[src/rtl/mem_stage_lsu_pkg.sv]
// mem_stage_lsu_pkg: ISA constants and memory-op decode
// shared by the MEM-stage load/store unit.
package mem_stage_lsu_pkg;

  localparam int WORD   = 32;
  localparam int REG_W  = 5;
  localparam int OP_W   = 6;
  localparam int BYTE_W = 8;
  localparam int HALF_W = 16;

  localparam logic [OP_W-1:0] OP_LB  = 6'h20;
  localparam logic [OP_W-1:0] OP_LH  = 6'h21;
  localparam logic [OP_W-1:0] OP_LW  = 6'h23;
  localparam logic [OP_W-1:0] OP_LBU = 6'h24;
  localparam logic [OP_W-1:0] OP_LHU = 6'h25;
  localparam logic [OP_W-1:0] OP_SB  = 6'h28;
  localparam logic [OP_W-1:0] OP_SH  = 6'h29;
  localparam logic [OP_W-1:0] OP_SW  = 6'h2B;

  typedef enum logic [1:0] {SZ_B, SZ_H, SZ_W} size_e;
  typedef enum logic {IDLE, BUSY} state_e;

  typedef struct packed {
    logic  mem;
    logic  store;
    logic  uns;
    size_e size;
  } dec_t;

  function automatic dec_t decode(input logic [OP_W-1:0] op);
    dec_t d;
    d.mem   = 1'b1;
    d.store = 1'b0;
    d.uns   = 1'b0;
    d.size  = SZ_W;
    unique case (1'b1)
      (op == OP_LB):  d.size = SZ_B;
      (op == OP_LH):  d.size = SZ_H;
      (op == OP_LW):  d.size = SZ_W;
      (op == OP_LBU): begin d.size = SZ_B; d.uns = 1'b1; end
      (op == OP_LHU): begin d.size = SZ_H; d.uns = 1'b1; end
      (op == OP_SB):  begin d.size = SZ_B; d.store = 1'b1; end
      (op == OP_SH):  begin d.size = SZ_H; d.store = 1'b1; end
      (op == OP_SW):  begin d.size = SZ_W; d.store = 1'b1; end
      default:        d.mem = 1'b0;
    endcase
    return d;
  endfunction

  function automatic logic misaligned(input size_e sz, input logic [1:0] a);
    return ((sz == SZ_H) && a[0]) || ((sz == SZ_W) && (a != 2'b00));
  endfunction

endpackage

[src/rtl/mem_stage_lsu_byte_lane.sv]
// mem_byte_lane: store lane enables/replication and
// load lane extract with sign or zero extension.
module mem_byte_lane
  import mem_stage_lsu_pkg::*;
(
  input  dec_t            dec,
  input  logic [1:0]      a,
  input  logic [WORD-1:0] sdata,
  input  logic [WORD-1:0] rdata,
  output logic [3:0]      be,
  output logic [WORD-1:0] wdata,
  output logic [WORD-1:0] ldata
);

  logic [BYTE_W-1:0] bsel;
  logic [HALF_W-1:0] hsel;
  logic              sgn;

  assign bsel = rdata[{a, 3'b000} +: BYTE_W];
  assign hsel = rdata[{a[1], 4'b0000} +: HALF_W];

  always_comb begin
    be    = 4'b1111;
    wdata = sdata;
    ldata = rdata;
    sgn   = 1'b0;
    unique case (dec.size)
      SZ_B: begin
        be    = 4'b0001 << a;
        wdata = {4{sdata[BYTE_W-1:0]}};
        sgn   = ~dec.uns & bsel[BYTE_W-1];
        ldata = {{(WORD-BYTE_W){sgn}}, bsel};
      end
      SZ_H: begin
        be    = a[1] ? 4'b1100 : 4'b0011;
        wdata = {2{sdata[HALF_W-1:0]}};
        sgn   = ~dec.uns & hsel[HALF_W-1];
        ldata = {{(WORD-HALF_W){sgn}}, hsel};
      end
      default: ;
    endcase
  end

endmodule

[src/rtl/mem_stage_lsu.sv]
// mem_stage_lsu: MEM-stage load/store unit with req/ack
// data port, timeout abort and registered WB outputs.
module mem_stage_lsu
  import mem_stage_lsu_pkg::*;
#(
  parameter int TIMEOUT = 16,
  parameter int CNT_W   = 5
) (
  input  logic             clk,
  input  logic             rst,
  input  logic             memValid,
  input  logic [WORD-1:0]  memInstruction,
  input  logic [WORD-1:0]  memNewPC,
  input  logic [WORD-1:0]  memAluOut,
  input  logic [WORD-1:0]  memMemWriteData,
  input  logic [REG_W-1:0] memWriteReg,
  output logic             stall,
  output logic             dReq,
  output logic             dWe,
  output logic [WORD-1:0]  dAddr,
  output logic [3:0]       dBe,
  output logic [WORD-1:0]  dWData,
  input  logic             dAck,
  input  logic [WORD-1:0]  dRData,
  output logic             wbValid,
  output logic             wbRegWrite,
  output logic [REG_W-1:0] wbWriteReg,
  output logic [WORD-1:0]  wbData,
  output logic [WORD-1:0]  wbNewPC,
  output logic [WORD-1:0]  wbInstruction,
  output logic             wbMisaligned,
  output logic             wbBusErr
);

  state_e           state;
  logic [CNT_W-1:0] cnt;
  dec_t             idec, cdec, ldec;
  logic [1:0]       ca, la;
  logic [REG_W-1:0] creg;
  logic [WORD-1:0]  cpc, cinstr;
  logic [3:0]       lbe;
  logic [WORD-1:0]  lwd, lrd;
  logic             busy, mis, issue, tmo;

  assign busy  = (state == BUSY);
  assign idec  = decode(memInstruction[31:26]);
  assign mis   = misaligned(idec.size, memAluOut[1:0]);
  assign issue = ~busy & memValid & idec.mem & ~mis;
  assign tmo   = (cnt == CNT_W'(TIMEOUT - 1));
  assign stall = busy ? ~(dAck | tmo) : issue;

  // One lane unit: issue-time store lanes in IDLE, load extract in BUSY.
  assign ldec = busy ? cdec : idec;
  assign la   = busy ? ca : memAluOut[1:0];

  mem_byte_lane u_lane (
    .dec   (ldec),
    .a     (la),
    .sdata (memMemWriteData),
    .rdata (dRData),
    .be    (lbe),
    .wdata (lwd),
    .ldata (lrd)
  );

  always_ff @(posedge clk) begin
    if (rst) begin
      state         <= IDLE;
      cnt           <= '0;
      dReq          <= 1'b0;
      dWe           <= 1'b0;
      dAddr         <= '0;
      dBe           <= '0;
      dWData        <= '0;
      cdec          <= '0;
      ca            <= '0;
      creg          <= '0;
      cpc           <= '0;
      cinstr        <= '0;
      wbValid       <= 1'b0;
      wbRegWrite    <= 1'b0;
      wbWriteReg    <= '0;
      wbData        <= '0;
      wbNewPC       <= '0;
      wbInstruction <= '0;
      wbMisaligned  <= 1'b0;
      wbBusErr      <= 1'b0;
    end else begin
      wbValid <= 1'b0;
      unique case (state)
        IDLE: begin
          if (issue) begin
            state  <= BUSY;
            cnt    <= '0;
            dReq   <= 1'b1;
            dWe    <= idec.store;
            dAddr  <= {memAluOut[31:2], 2'b00};
            dBe    <= lbe;
            dWData <= lwd;
            cdec   <= idec;
            ca     <= memAluOut[1:0];
            creg   <= memWriteReg;
            cpc    <= memNewPC;
            cinstr <= memInstruction;
          end else if (memValid) begin
            wbValid       <= 1'b1;
            wbRegWrite    <= ~idec.mem & (memWriteReg != '0);
            wbWriteReg    <= memWriteReg;
            wbData        <= memAluOut;
            wbNewPC       <= memNewPC;
            wbInstruction <= memInstruction;
            wbMisaligned  <= idec.mem;
            wbBusErr      <= 1'b0;
          end
        end
        BUSY: begin
          cnt <= cnt + 1'b1;
          if (dAck | tmo) begin
            state         <= IDLE;
            cnt           <= '0;
            dReq          <= 1'b0;
            dWe           <= 1'b0;
            dBe           <= '0;
            wbValid       <= 1'b1;
            wbRegWrite    <= dAck & ~cdec.store & (creg != '0);
            wbWriteReg    <= creg;
            wbData        <= (dAck & ~cdec.store) ? lrd
                                                  : {dAddr[31:2], ca};
            wbNewPC       <= cpc;
            wbInstruction <= cinstr;
            wbMisaligned  <= 1'b0;
            wbBusErr      <= ~dAck;
          end
        end
        default: state <= IDLE;
      endcase
    end
  end

endmodule

[config.mk]
export PLATFORM = sky130hd
export DESIGN_NAME = mem_stage_lsu
export DESIGN_NICKNAME = d
export VERILOG_FILES = /design/src/rtl/mem_stage_lsu_pkg.sv /design/src/rtl/mem_stage_lsu_byte_lane.sv /design/src/rtl/mem_stage_lsu.sv
export SDC_FILE = /design/constraint.sdc
export NUM_CORES = 1
export LEC_CHECK = 0
export BUFFER_PORTS_ARGS = -buffer_cell sky130_fd_sc_hd__buf_4
export CAP_MARGIN = 5
export CORE_ASPECT_RATIO = 1.4
export CORE_UTILIZATION = 25
export CTS_BUF_LIST = sky130_fd_sc_hd__clkbuf_8
export CTS_CLUSTER_DIAMETER = 60
export DETAILED_ROUTE_END_ITERATION = 12
export GPL_ROUTABILITY_DRIVEN = 0
export HOLD_SLACK_MARGIN = 0.1
export PLACE_DENSITY = 0.43
export SLEW_MARGIN = 10
export SYNTH_ARGS = -nofsm -noshare
export SYNTH_HDL_FRONTEND = slang
export SYNTH_SLANG_ARGS = --single-unit
[constraint.sdc]
create_clock -name clk -period 2.5 [get_ports clk]
set_input_delay 0 -clock clk [delete_from_list [all_inputs] [get_ports clk]]
set_output_delay 0 -clock clk [all_outputs]
set_load 0.005 [all_outputs]
==> qor.txt <==
Status -> completed
#FFs+latches synth -> 254
TritonCTS clock tree -> built
Max_slew headroom -> 51.9%
Slew Limit Fails -> 0
Initial antenna violation count -> 5
Top FF cell, synth -> dfxtp_1
Tot Pwr -> 10,400 uW
Proportion of layout cells with a drive suffix above 1 -> 29.0%
Fin nets -> 2,061
Clk root buf -> clkbuf_8
Pin count of the biggest net entering global routing -> 90
First-pass GRT wire length -> 70,700 um
TritonCTS Buffers -> 47
GR Layer Usage met1 -> 22.7%
GRT Residual Overflow -> 0
Post-synth ARST share -> 0%
WL/cell -> 18.3 um
Crit path setup slack, layout -> 117 ps
Worst-path clk slew -> 60 ps
WHS -> 190 ps
Worst-path fanout max -> 33
Crit start category -> input port
Final core occ -> 39.2%
1st-iter DRT viols -> 714
Sequential fraction of design power -> 42.0%
Drt drc -> 0
Syn Area/Cell -> 8.34 um2
Grt met2 use -> 33.2%
Critical-path cell list -> buf_4 > dlygate4sd3_1 > or2b_1 > or4_4 > a21boi_4 > buf_12 > nor2_1 > a311oi_1 > dlygate4sd3_1
Synth unique cells -> 58
Pwr Density -> 584 nW/um2
# H-tree levels -> 2
Arrival time worst endpoint -> 2900 ps
Final setup violation count -> 0
Area leader, netlist -> dfxtp_1
Sequential fraction of the synthesis area -> 43.9%
TritonCTS Sinks -> 254
Worst Min Path Start -> memInstruction[27]
NetSw -> 2800 uW
Logic gate share of total power -> 16.9%
Detailed placement HPWL -> 31,600 um
DP Worst Slack -> 232 ps
Least-Margin Pin Slew -> 722 ps
Reg2reg start -> busy$_SDFF_PP0_
All-layer global routing usage -> 19.2%
Worst-Skew Late Latency -> 590 ps
Grt peak-use layer -> met2
Largest cells by area after synthesis -> dfxtp_1 44%, nand2_1 9.9%, a211oi_2 7.6%
FMAX -> 420 MHz
Worst IR Drop VDD -> 0.412 mV
Final Cycle Share -> 95.3%
Hold WC Path Type -> input port to flip-flop
Setup TNS -> 0 ps
Number of port buffers -> 342
DRT Pass-1 Iters -> 5
Critical path type -> input port to flip-flop
Synth warn -> 0
DIE WIDTH -> 184 um
Max-Cap Viols -> 0
Cells after Synth -> 1,389
Via count -> 12,000
Core Box Area -> 45,400 um2
Total internal power -> 7590 uW
Clock group share of total power -> 41.1%
CP delay by family, top -> buffers and inverters
Final hold vios -> 0
Row cnt -> 92
Number of synthesized flops with an enable pin -> 0
Crit path top cell by count -> dlygate4sd3_1
Layout Skew -> 15.5 ps
RSZ-0062 raised after global routing -> false
Height of the die -> 257 um
Critical path's slowest cell -> dlygate4sd3_1
Crit path buffers/inverters -> 4
Data required time of the critical path -> 3020 ps
Met3 Resource Use GR -> 5.10%
Sw Ratio -> 27.0%
Fin crit period -> 2380 ps
Worst setup startpoint -> memInstruction[30]
Yosys top cell area share -> 43.9%
Routed vias/inst -> 4.72
Final wirelength -> 46,400 um
Initial Util -> 25.5%
Number of global-route vias before repair -> 12,000
Mapped Area -> 11,600 um2
Layout area overhead -> 53.6%
Final ANT Viol Nets -> 0
I/O Pins -> 345
Crit-path max cell delay -> 590 ps
Die area -> 47,200 um2
CP endpoint kind -> flip-flop
Max clock buf depth -> 3
Pleak -> 0.00704 uW
[registers in the layout (all words and copies together) (netlist names), 2 cells and up]
register / cells
cinstr: 32
cpc: 32
dWData: 32
wbData: 32
wbInstruction: 32
wbNewPC: 32
dAddr: 30
cnt: 5
creg: 5
wbWriteReg: 5
cdec: 4
dBe: 4
ca: 2
[final cells by class]
class                           count  area [um2]
Antenna cell                        2        5.00
Clock buffer                       60         826
Clock inverter                     21         166
Fill cell                        4741       27600
Inverter                            6        22.5
Multi-Input combinational cell   1008        5990
Sequential cell                   254        5090
Tap cell                          611         764
Timing Repair Buffer              573        4930
[worst min-delay path, cell delays in order]
cell and delay (ps):
buf_4 100, or3b_4 160, o32ai_4 100, buf_4 200, nand2_1 80, a311oi_1 80
[metal layers]
layer,vias to the layer above,part of all wire [%]
li1,5878,-
met1,5630,41
met2,381,49
met3,79,7.1
met4,6,2.8
met5,-,0.073
[per-stage QoR]
stage,std cells,area (um2)
3_3_place_gp,2269,14900
2_1_floorplan,1390,11600
5_1_grt,2535,17800
3_5_place_dp,2269,14900
6_report,2535,17800
4_1_cts,2530,17700
[kinds of logic after synthesis]
kind of cell / after synthesis / share of synthesized area (%)
buffers and inverters: 128 / 5.03
AND/OR/NAND/NOR: 520 / 18.2
flip-flops: 254 / 43.9
adder cells (fa/ha/maj): 2 / 0.216
AO/OA/AOI/OAI: 397 / 24.9
multiplexers: 87 / 7.71
other: 1 / 0.0324
[path summary, 6_finish.rpt]
| kind | endpoint | slack (ps) | cells after the start |
|---|---|---|---|
| hold reg to reg | cpc[12]$_SDFFE_PP0P_ | 450 | 2 |
| hold / removal | dWData[8]$_SDFFE_PP0P_ | 190 | 6 |
| setup reg to reg | dWData[19]$_SDFFE_PP0P_ | 160 | 7 |
| setup / recovery | dWData[19]$_SDFFE_PP0P_ | 120 | 9 |
[repair_timing]
action / in CTS / in global routing
hold endpoints to repair: 251 / 0
resized for setup: 0 / 10
setup buffers: 0 / 2
setup endpoints to repair: 0 / 13
hold buffers: 180 / 0
[power groups by stage]
stage | combinational [uW] | sequential, uW | clock (uW)
after floorplan | 710 | 4440 | 0
after global placement | 1520 | 4450 | 0
after detailed placement | 1530 | 4450 | 0
after CTS | 1760 | 4360 | 4440
after global routing | 1910 | 4380 | 4630
final | 1750 | 4360 | 4270
[layout by cell type (no fill, tap or decap), drive strengths merged, types with 3 or more instances in the layout]
cell type      n
a211oi        85
a21oi        170
a221o          3
a221oi         5
a22oi         23
a311oi        19
a31oi          9
and2           5
and3           3
buf          392
bufinv         3
clkbuf        61
dfxtp        254
dlygate4sd3  180
inv           23
mux2           5
mux2i         81
nand2        306
nand2b         5
nand3          9
nor2         150
nor2b          6
nor3          16
nor3b          3
o211ai        18
o21ai         33
o21bai         4
o221ai         4
o22ai          6
or3            8
or4            4
[cells in the mapped netlist, types with 6 or more instances]
library cell	n
o211ai_1	18
nor2_1	150
nand2_1	305
mux2i_1	80
buf_1	11
buf_2	16
o21ai_0	32
inv_1	6
dfxtp_1	254
buf_6	9
nor2b_1	6
clkbuf_1	82
nor3_1	16
a311oi_1	19
a211oi_2	70
nand3_1	9
a22oi_1	23
or3_1	8
a21oi_1	170
o22ai_1	6
a31oi_1	9
a211oi_1	15
Note: power is estimated with default switching activity, not from simulation.
